## config.mk

```make
export PLATFORM = sky130hd
export DESIGN_NAME = instr_fetch_unit
export DESIGN_NICKNAME = d
export VERILOG_FILES = /design/src/rtl/cpu_isa_pkg.sv /design/src/rtl/prog_counter.sv /design/src/rtl/instr_fetch_unit.sv
export SDC_FILE = /design/constraint.sdc
export NUM_CORES = 1
export LEC_CHECK = 0
export CAP_MARGIN = 10
export CORE_MARGIN = 5
export CORE_UTILIZATION = 40
export CTS_BUF_LIST = sky130_fd_sc_hd__clkbuf_4
export DETAILED_ROUTE_END_ITERATION = 12
export GPL_TIMING_DRIVEN = 0
export MAX_ROUTING_LAYER = met4
export PLACE_DENSITY_LB_ADDON = 0.25
export SYNTH_ARGS = -nofsm -noshare
export SYNTH_HDL_FRONTEND = slang
export SYNTH_HIERARCHICAL = 1
export SYNTH_SLANG_ARGS = --single-unit
```

## constraint.sdc

```tcl
create_clock -name clk -period 2.2 [get_ports clk]
set_input_delay 0.22 -clock clk [delete_from_list [all_inputs] [get_ports clk]]
set_output_delay 0.22 -clock clk [all_outputs]
set_load 0.02 [all_outputs]
```

## src/rtl/cpu_isa_pkg.sv

```systemverilog
// ISA definitions shared by the datapath and control unit: opcodes, instruction
// field positions, ALU modes and the two-word opcode test.
package cpu_isa_pkg;

    localparam logic [3:0] OP_ADD  = 4'b0000;
    localparam logic [3:0] OP_MUL  = 4'b0001;
    localparam logic [3:0] OP_SUB  = 4'b0010;
    localparam logic [3:0] OP_DIV  = 4'b0011;
    localparam logic [3:0] OP_AND  = 4'b0100;
    localparam logic [3:0] OP_OR   = 4'b0101;
    localparam logic [3:0] OP_NOR  = 4'b0110;
    localparam logic [3:0] OP_INVA = 4'b0111;
    localparam logic [3:0] OP_INVB = 4'b1000;
    localparam logic [3:0] OP_XOR  = 4'b1001;
    localparam logic [3:0] OP_XNOR = 4'b1010;
    localparam logic [3:0] OP_MOV  = 4'b1011;
    localparam logic [3:0] OP_MVI  = 4'b1100;
    localparam logic [3:0] OP_LDA  = 4'b1101;

    localparam int OPC_HI = 15;
    localparam int OPC_LO = 12;
    localparam int R1_HI  = 11;
    localparam int R1_LO  = 8;
    localparam int R2_HI  = 7;
    localparam int R2_LO  = 4;

    typedef enum logic [1:0] {
        ALU_ARITH = 2'b00,
        ALU_LOGIC = 2'b01,
        ALU_MOVE  = 2'b10
    } alu_mode_e;

    typedef struct packed {
        logic [3:0] opc;
        logic [3:0] r1;
        logic [3:0] r2;
        logic [3:0] rsvd;
    } instr_t;

    function automatic logic is_two_word(input logic [3:0] opc);
        return (opc == OP_MVI) || (opc == OP_LDA);
    endfunction

endpackage

```

## src/rtl/prog_counter.sv

```systemverilog
// Program counter with wrap-around look-ahead next value and a pc_hold capture
// register; the look-ahead drives the synchronous ROM address.
module prog_counter
    import cpu_isa_pkg::*;
#(
    parameter int                ADDR_W = 8,
    parameter logic [ADDR_W-1:0] RST_PC = '0
) (
    input  logic              i_clk,
    input  logic              i_rst,
    input  logic              i_en,
    input  logic              i_pc_inc,
    input  logic              i_pc_load,
    output logic [ADDR_W-1:0] o_pc,
    output logic [ADDR_W-1:0] o_pc_nxt,
    output logic [ADDR_W-1:0] o_pc_hold
);

    logic [ADDR_W-1:0] r_pc;
    logic [ADDR_W-1:0] r_pc_hold;
    logic [ADDR_W-1:0] w_pc_nxt;

    // Reset steers the look-ahead too, so the first word after reset is ROM[RST_PC].
    always_comb begin
        w_pc_nxt = r_pc;
        if (i_rst)
            w_pc_nxt = RST_PC;
        else if (i_en && i_pc_inc)
            w_pc_nxt = r_pc + ADDR_W'(1);
    end

    always_ff @(posedge i_clk) begin
        if (i_rst) begin
            r_pc      <= RST_PC;
            r_pc_hold <= '0;
        end else if (i_en) begin
            r_pc <= w_pc_nxt;
            if (i_pc_load)
                r_pc_hold <= r_pc;
        end
    end

    assign o_pc      = r_pc;
    assign o_pc_nxt  = w_pc_nxt;
    assign o_pc_hold = r_pc_hold;

endmodule

```

## src/rtl/instr_fetch_unit.sv

```systemverilog
// Instruction fetch datapath: owns the PC, latches the instruction register and
// the second word of MVI/LDA, and exposes the decoded fields to the control unit.
module instr_fetch_unit
    import cpu_isa_pkg::*;
#(
    parameter int                ADDR_W = 8,
    parameter int                DATA_W = 16,
    parameter logic [ADDR_W-1:0] RST_PC = '0
) (
    input  logic              clk,
    input  logic              rst,
    input  logic              en,
    input  logic              pc_load,
    input  logic              ins_load,
    input  logic              pc_inc,
    output logic [ADDR_W-1:0] rom_addr,
    input  logic [DATA_W-1:0] rom_data,
    output logic [3:0]        opcode,
    output logic [3:0]        op1_addr,
    output logic [3:0]        op2_addr,
    output logic [DATA_W-1:0] imm,
    output logic              ir_valid,
    output logic              imm_pending,
    output logic [ADDR_W-1:0] pc,
    output logic [ADDR_W-1:0] pc_hold
);

    instr_t            r_ir;
    logic [DATA_W-1:0] r_imm;
    logic              r_ir_valid;
    logic              r_imm_pending;
    logic [ADDR_W-1:0] w_pc_nxt;

    prog_counter #(
        .ADDR_W (ADDR_W),
        .RST_PC (RST_PC)
    ) u_pc (
        .i_clk     (clk),
        .i_rst     (rst),
        .i_en      (en),
        .i_pc_inc  (pc_inc),
        .i_pc_load (pc_load),
        .o_pc      (pc),
        .o_pc_nxt  (w_pc_nxt),
        .o_pc_hold (pc_hold)
    );

    // While a second word is owed, ins_load fills IMM and IR stays put for the byte2 states.
    always_ff @(posedge clk) begin
        if (rst) begin
            r_ir          <= '0;
            r_imm         <= '0;
            r_ir_valid    <= 1'b0;
            r_imm_pending <= 1'b0;
        end else if (en && ins_load) begin
            if (r_imm_pending) begin
                r_imm         <= rom_data;
                r_imm_pending <= 1'b0;
            end else begin
                r_ir          <= instr_t'(rom_data);
                r_ir_valid    <= 1'b1;
                r_imm_pending <= is_two_word(rom_data[OPC_HI:OPC_LO]);
            end
        end
    end

    logic w_unused_ir;
    assign w_unused_ir = &{1'b0, r_ir.rsvd};

    assign rom_addr    = w_pc_nxt;
    assign opcode      = r_ir.opc;
    assign op1_addr    = r_ir.r1;
    assign op2_addr    = r_ir.r2;
    assign imm         = r_imm;
    assign ir_valid    = r_ir_valid;
    assign imm_pending = r_imm_pending;

endmodule
```

**Word level (Yosys, flattened, before mapping)**

Index checks and enable logic that the tools add are counted.

- Output and inout port bits: 54
- Logic and storage cells: 21
- Bits in latches: 0
- Memories: 0
- Memory bits (writable): 0
- Register bits after elaboration: 46
- Bits in read-only memories: 0
- Bits of input ports: 22

- Bitwise logic cells: 1
- Muxes and demuxes: 3
- Reductions and logical operators: 6
- Order comparisons: 0
- Div/mod/pow operators: 0
- Shifts and indexed selects: 0
- $mul: 0
- Eq/ne operators: 2
- Add/subtract/negate cells: 1

Operators with widths:

| cell | count |
|---|---|
| 8-bit 2-to-1 mux | 2 |
| 8-bit by 1-bit adder with 8-bit output, second input constant | 1 |
| 4-bit equality test, second input constant | 2 |
| 2-bit AND reduction | 3 |
| 1-bit logical AND | 2 |
| 1-bit logical OR | 1 |
| 1-bit 2-to-1 mux | 1 |
| 1-bit inverter | 1 |

**Depth between registers and ports, before layout**

Gate-level depths: netlist (run 1).

- Word-level depth: 3
- Gate-level depth with buffers: 4
- Gate-level depth less buffers: 4

**By module**

The synthesis (run 1) kept the hierarchy.

By module, submodules not included:

| module | seq. area each (um^2) | cells an instance | times used | area an instance (um^2) |
|---|---|---|---|---|
| instr_fetch_unit | 600.6 | 121 | 1 | 1,291.2 |
| prog_counter | 320.3 | 85 | 1 | 681.9 |

**Least setup slack after synthesis (run 1)**

OpenSTA, ideal clock, no wires.

- Kind: register to output
- From: register u_pc.r_pc[2] (netlist: u_pc/o_pc[2])
- To: output port rom_addr[7]
- Data arrival time: 1,577 ps
- Cell stages (with the launch flop): 4
- Buffers on the path: 0
- Required time: 1,980 ps
- Path slack: 403 ps
- Cells stage by stage: dfxtp_1 > nand3_2 > or4_4 > a21oi_1

- Word-level cells in the longest chain between the ends: 3

Ends and longest elaborated chain:

| what | RTL line | text |
|---|---|---|
| start, declared | prog_counter.sv:19 | `logic [ADDR_W-1:0] r_pc;` |
| start signal, assigned | prog_counter.sv:37 | `r_pc <= w_pc_nxt;` |
| 8-bit by 1-bit adder with 8-bit output | prog_counter.sv:29 | `w_pc_nxt = r_pc + ADDR_W'(1);` |
| 8-bit 2-to-1 mux | prog_counter.sv:28 | `else if (i_en && i_pc_inc)` |
| 8-bit 2-to-1 mux | prog_counter.sv:26 | `if (i_rst)` |
| end, declared | instr_fetch_unit.sv:16 | `output logic [ADDR_W-1:0] rom_addr,` |

No other way between the ends.

**Worst setup path after layout (run 1)**

- From: register u_pc.r_pc[0] (netlist: u_pc/o_pc[0])
- To: output port rom_addr[4]

Same word-level chain as after synthesis.

==> impl_metrics.py, run 1 <==
metrics = {
    "cts": {
        "tritoncts": "built",
        "cts_setup_buffers": 0,
        "cts_buffers": 5,
        "clockRootBuffer": "clkbuf_4",
        "clockBufferDepth": 2,
        "clock_sinks": 46,
        "htree_num_levels": 2,
        "cts_hold_buf": 0,
        "clkSlewWorstSetupHoldPaths_ns": 0.13,
        "insertion_delay_ns": 0.35,
    },
    "grt": {
        "grt_usage_pct": 16.07,
        "antenna_found_initial": 0,
        "grt_start_max_net_pins": 15,
        "grt_pass1_vias": 1647,
        "grt_pass1_wl_mm": 7.817,
        "overflow": 0,
    },
    "setup_path": {
        "required_ns": 1.98,
        "cp_max_fo": 5,
        "cp-start-kind": "register",
        "crit_type": "register to primary output",
        "end_kind": "primary output",
        "reg2reg_depth": 4,
        "cp.arrival_ns": 1.84,
    },
    "sta": {
        "clock.fmax_mhz": 486.4,
        "rsz0062_at_grt": "false",
        "finalSetupViolCount": 0,
        "maxSlewViolCount": 0,
        "hold_viol": 0,
        "finalCritPeriodShare_pct": 93.46,
        "tightest_slew_ns": 0.4565,
        "clock-skew-final_ns": 0.006481,
        "slew-limit-headroom_pct": 69.57,
        "finalCriticalPeriod_ns": 2.056,
        "worst_slack_ns": 0.1439,
    },
    "floorplanning": {
        "rows": 25,
        "die_h_um": 80.24,
        "initial_core_util_pct": 41.50,
        "die_w_um": 80.24,
        "design.die.area_um2": 6438,
        "io_pins": 76,
        "core_area_um2": 4755,
    },
    "worst_hold_path": {
        "holdCritPathClass": "input pin to register",
        "worstHoldPathCells": 3,
    },
    "final_layout": {
        "final_nets": 310,
        "register_area_um2": 929.6,
        "stdcell_area_um2": 2865,
        "fill_cells": 440,
        "multi_input_area_um2": 979.7,
        "stdcell_count": 355,
        "drive_gt1_share_pct": 9.722,
        "syn2layout_area_growth_pct": 45.21,
        "antenna_cells": 0,
    },
    "logic_synthesis": {
        "syn-cell-area_um2": 1973,
        "synth_edf_count": 0,
        "yosysTopAreaCell": "dfxtp_1",
        "synth_cell_types": 27,
        "synth.top_cell.area_share_pct": 46.67,
        "syn_area_per_cell_um2": 9.578,
        "ys_seq_area_share_pct": 46.67,
        "synth-main-ff-cell": "dfxtp_1",
        "yosys_register_bits": 46,
        "yosysMostFrequentCell": "dfxtp_1",
        "netlist_instances": 206,
        "ys_top_cells_by_area": "dfxtp_1 (47%), mux2i_1 (14%), nand2b_1 (14%)",
        "synth.net_count": 229,
        "yosysWarnings": 6,
        "async_reset_ff_share_pct": 0,
        "synth_commonest_cells": "dfxtp_1 (46), nand2b_1 (44), mux2i_1 (28)",
    },
    "power_and_ir_drop": {
        "p_leak_nw": 1.091,
        "power_density_nw_per_um2": 510.4,
        "peakVddDrop_mv": 0.2714,
        "power_mw": 1.462,
    },
    "placed_design": {
        "dp.cells": 347,
        "place_ws_ns": -0.4860,
        "gp_congestion": 0.7750,
        "placed_area_um2": 2798,
        "port-buffer-count": 74,
        "place_hpwl_mm": 3.635,
    },
    "run": {
        "cap_violations": 0,
    },
    "detailed_routing": {
        "drtIter0Drc": 71,
        "num_vias": 1696,
        "drc": 0,
        "firstDrtPassIters": 4,
        "drt-total-wl_mm": 4.929,
        "wl_per_cell_um": 13.88,
        "vias_per_cell": 4.777,
        "antenna_left": 0,
    },
    "run_status": {
        "status": "finished, final reports clean",
    },
}
-- layout by cell type, fill, tap and decap left out, types with 3 or more instances in the layout --
cell type / Yosys / routed
dfxtp_1: 46 / 43
mux2i_1: 28 / 28
a21oi_1: 21 / 20
nand2_1: 14 / 14
nor2_1: 4 / 4
clkdlybuf4s50_1: 0 / 65
clkbuf_2: 0 / 3
buf_2: 1 / 3
dlymetal6s2s_1: 0 / 3
clkbuf_4: 0 / 6
nand3_1: 12 / 12
clkbuf_1: 8 / 6
o21ai_0: 3 / 3
nand2b_1: 44 / 44
-- layer usage --
| metal | vias up | track usage, % | routed length, um |
|---|---|---|---|
| met1 | 771 | 20.03 | 2260 |
| met5 | - | - | 0 |
| met2 | 58 | 25.50 | 2296 |
| met3 | 4 | 4.484 | 328 |
| met4 | 0 | 4.561 | 44 |
| li1 | 863 | - | - |
-- sequential cells by signal, summed over array words and instances, names as in the netlist --
signal,flops
imm_pending,1
op1_addr,4
opcode,4
op2_addr,4
u_pc/o_pc_hold,8
ir_valid,1
u_pc/o_pc,8
imm,16
-- final cells by class --
class,instances,share of cell area (%)
clock buffers,6,1.572
inverters,2,0.2620
well taps,67,2.926
plain buffers,12,2.664
multi-input cells,146,34.19
repair buffers,74,25.46
clock inverters,2,0.4803
flip-flops and latches,46,32.45
-- where the power goes --
part | internal [mW] | total (mW) | switching (mW)
logic | 0.101 | 0.194 | 0.0926
registers | 0.850 | 0.861 | 0.0117
clock network | 0.138 | 0.408 | 0.269
total | 1.09 | 1.46 | 0.373
-- worst max-delay path: stages (launching register included) --
cell     delay (ns)
dfxtp_4        0.40
ha_1           0.17
nand4_1        0.17
or3_4          0.45
a21oi_2        0.14
buf_4          0.15
-- per-stage QoR --
stage               hold WS [ns]  utilization (%)  setup TNS [ns]
floorplan                 0.2891                -               0
global placement          0.4352            58.84          -2.497
detailed placement        0.4457            58.84          -2.547
CTS                       0.2287            60.21               0
global route              0.2471            60.26               0
finish                    0.2580            60.26               0
-- cell families after synthesis --
group	synth area share (%)
adder cells (fa/ha/maj)	0.6340
AO/OA/AOI/OAI	7.292
buffers and inverters	4.122
AND/OR/NAND/NOR	26.19
flip-flops	46.67
multiplexers	14.20
XOR/XNOR	0.8879
-- repair_timing --
| action | CTS | global route |
|---|---|---|
| pin swaps | 0 | 1 |
| gates resized for setup | 17 | 15 |
| endpoints found under the setup margin | 7 | 7 |
-- path summary, 6_finish.rpt --
check                    start           endpoint  slack (ns)
max               u_pc/o_pc[0]        rom_addr[4]        0.14
min reg2reg  u_pc/o_pc_hold[1]  u_pc/o_pc_hold[1]        0.46
min                    pc_load  u_pc/o_pc_hold[2]        0.26
max reg2reg       u_pc/o_pc[0]       u_pc/o_pc[4]        0.81
(Power assumes the default switching activity.)
==> run 2: changes to the inputs <==
--- a/config.mk
+++ b/config.mk
@@ -5,6 +5,7 @@
 export SDC_FILE = /design/constraint.sdc
 export NUM_CORES = 1
 export LEC_CHECK = 0
+export ABC_AREA = 1
 export CAP_MARGIN = 10
 export CORE_MARGIN = 5
 export CORE_UTILIZATION = 40
==> impl_metrics.py, run 2 <==
metrics = {
    "floorplanning": {
        "core_area_um2": 4324,
        "die_w_um": 76.53,
        "die_h_um": 76.53,
        "design.die.area_um2": 5857,
        "rows": 24,
        "initial_core_util_pct": 40.94,
        "io_pins": 76,
    },
    "logic_synthesis": {
        "synth_xor_area_share_pct": 0,
        "yosysTopAreaCell": "dfxtp_1",
        "netlist_instances": 228,
        "synth-main-ff-cell": "dfxtp_1",
        "ys_seq_area_share_pct": 52.01,
        "synth_edf_count": 0,
        "synthAdderAreaFrac_pct": 0.7067,
        "synth.top_cell.area_share_pct": 52.01,
        "synth_cell_types": 18,
        "yosys_register_bits": 46,
        "syn-cell-area_um2": 1770,
        "synth_mux_area_share_pct": 0,
        "async_reset_ff_share_pct": 0,
        "yosysMostFrequentCell": "nand2_1",
        "ys_top_cells_by_area": "dfxtp_1 (52%), nand2_1 (11%), a21oi_1 (9.3%)",
        "synth.net_count": 251,
        "synth_top_family_by_area": "simple AND/OR/NAND/NOR gates",
        "yosysWarnings": 6,
        "syn_area_per_cell_um2": 7.765,
        "synth-compound-area-share_pct": 16.04,
        "yosys.area_share.simple_pct": 24.24,
        "synth_commonest_cells": "nand2_1 (54), dfxtp_1 (46), nor2_1 (38)",
    },
    "sta": {
        "maxSlewViolCount": 0,
        "holdWs_ns": 0.3542,
        "clock-skew-final_ns": 0.009847,
        "rsz0062_at_grt": "false",
        "slew-limit-headroom_pct": 76.02,
        "hold_viol": 0,
        "setup-tns-final_ns": 0,
        "clock.fmax_mhz": 492.9,
        "tightest_slew_ns": 0.3597,
        "finalCritPeriodShare_pct": 92.21,
        "finalSetupViolCount": 0,
        "finalCriticalPeriod_ns": 2.029,
        "worst_slack_ns": 0.1713,
    },
    "run_status": {
        "status": "finished, final reports clean",
    },
    "detailed_routing": {
        "vias_per_cell": 4.725,
        "num_vias": 1715,
        "antenna_left": 0,
        "drt-met1-wl_mm": 2.102,
        "firstDrtPassIters": 4,
        "wl_per_cell_um": 12.70,
        "top_layer": "met4",
        "dr_wl_met3_um": 285,
        "drtIter0Drc": 76,
        "drc": 0,
        "wl_met2_mm": 2.168,
        "drt-total-wl_mm": 4.611,
    },
    "grt": {
        "antenna_found_initial": 0,
        "grt_pass1_vias": 1681,
        "grt_start_max_net_pins": 14,
        "grt_pass1_wl_mm": 7.935,
        "overflow": 0,
        "grt_usage_pct": 16.79,
    },
    "final_layout": {
        "fill_cells": 404,
        "antenna_cells": 0,
        "largest_register_ff_count": 16,
        "drive_gt1_share_pct": 9.325,
        "syn2layout_area_growth_pct": 49.19,
        "multi_input_area_um2": 725.7,
        "final_common_cell": "clkdlybuf4s50_1",
        "register_area_um2": 923.4,
        "mostFrequentLayoutCells": "clkdlybuf4s50_1 (67), nand2_1 (54), dfxtp_1 (44), nor2_1 (38), a21oi_1 (33)",
        "stdcell_count": 363,
        "final_nets": 333,
    },
    "cts": {
        "clkSlewWorstSetupHoldPaths_ns": 0.12,
        "clockRootBuffer": "clkbuf_4",
        "cts_hold_buf": 0,
        "clockBufferDepth": 2,
        "insertion_delay_ns": 0.36,
        "htree_num_levels": 2,
        "tritoncts": "built",
        "clock_sinks": 46,
        "cts_setup_buffers": 0,
        "cts_buffers": 5,
    },
    "placed_design": {
        "place_hpwl_mm": 3.541,
        "dp.cells": 355,
        "place_ws_ns": -0.2257,
        "gp_congestion": 0.7716,
        "port-buffer-count": 75,
    },
    "setup_path": {
        "cp.arrival_ns": 1.81,
        "crit_type": "register to primary output",
        "critPathMostFrequentCell": "nand2_1",
        "end_kind": "primary output",
        "cp_max_fo": 4,
        "slowest_delay_ns": 0.40,
        "cp-start-kind": "register",
        "path_cells": "ha_1 -> nand3_2 -> nor2_4 -> nand2_1 -> nand2_1 -> nand2_1 -> nor2_1 -> clkdlybuf4s15_1",
        "required_ns": 1.98,
        "crit_path_top_delay_cell": "dfxtp_1",
    },
    "worst_hold_path": {
        "holdCritPathClass": "input pin to register",
    },
    "power_and_ir_drop": {
        "peakVddDrop_mv": 0.4006,
        "p_leak_nw": 1.054,
        "power_density_nw_per_um2": 566.9,
    },
    "run": {
        "cap_violations": 0,
    },
}
## run 2: power breakdown
| group | switching [mW] | internal [mW] |
|---|---|---|
| clock | 0.256 | 0.133 |
| sequential | 0.0168 | 0.862 |
| combinational | 0.119 | 0.111 |
| total | 0.392 | 1.11 |
## run 2: critical path: cells and delay by family (launching register included)
family | cells | cell delay [ns]
adder cells (fa/ha/maj) | 1 | 0.20
AND/OR/NAND/NOR | 6 | 0.54
buffers and inverters | 1 | 0.30
flip-flops | 1 | 0.40
## run 2: cells by family after synthesis
kind of cell | count (synthesis)
simple gates | 102
fa+ha+maj | 1
compound gates | 56
buf+inv | 23
flops | 46
## run 2: area by class of cell
| class | count | share of cell area (%) |
|---|---|---|
| sequential | 46 | 34.96 |
| timing repair buffer | 75 | 28.38 |
| multi-input combinational | 159 | 27.48 |
| buffer | 9 | 2.605 |
| tap | 52 | 2.463 |
| inverter | 14 | 2.084 |
| clock buffer | 6 | 1.705 |
| clock inverter | 2 | 0.3316 |
## run 2: final timing paths
check	slack (ns)	endpoint	from	cells past startpoint
setup reg to reg	0.99	u_pc/o_pc[6]	u_pc/o_pc[0]	6
hold / removal	0.35	u_pc/o_pc[6]	rst	2
setup / recovery	0.17	rom_addr[6]	u_pc/o_pc[0]	8
hold reg to reg	0.47	imm[2]	imm[2]	2
## run 2: per-layer routing
metal	vias up	track usage, %
li1	905	-
met1	770	20.67
met2	35	26.11
met3	5	5.083
met4	0	5.769
met5	-	-
## run 2: repair_timing
action / CTS / global route
resized for setup: 6 / 9
setup endpoints to repair: 7 / 6
gates cloned: 0 / 0
pin swaps: 0 / 0
## run 2: stage by stage
stage / total power [mW] / area [um2] / util (%)
floorplan: 0.9994 / 1770 / -
global placement: 1.126 / 2586 / 59.81
CTS: 1.518 / 2635 / 60.94
finish: 1.497 / 2641 / 61.08
detailed placement: 1.129 / 2586 / 59.81
global route: 1.576 / 2641 / 61.08
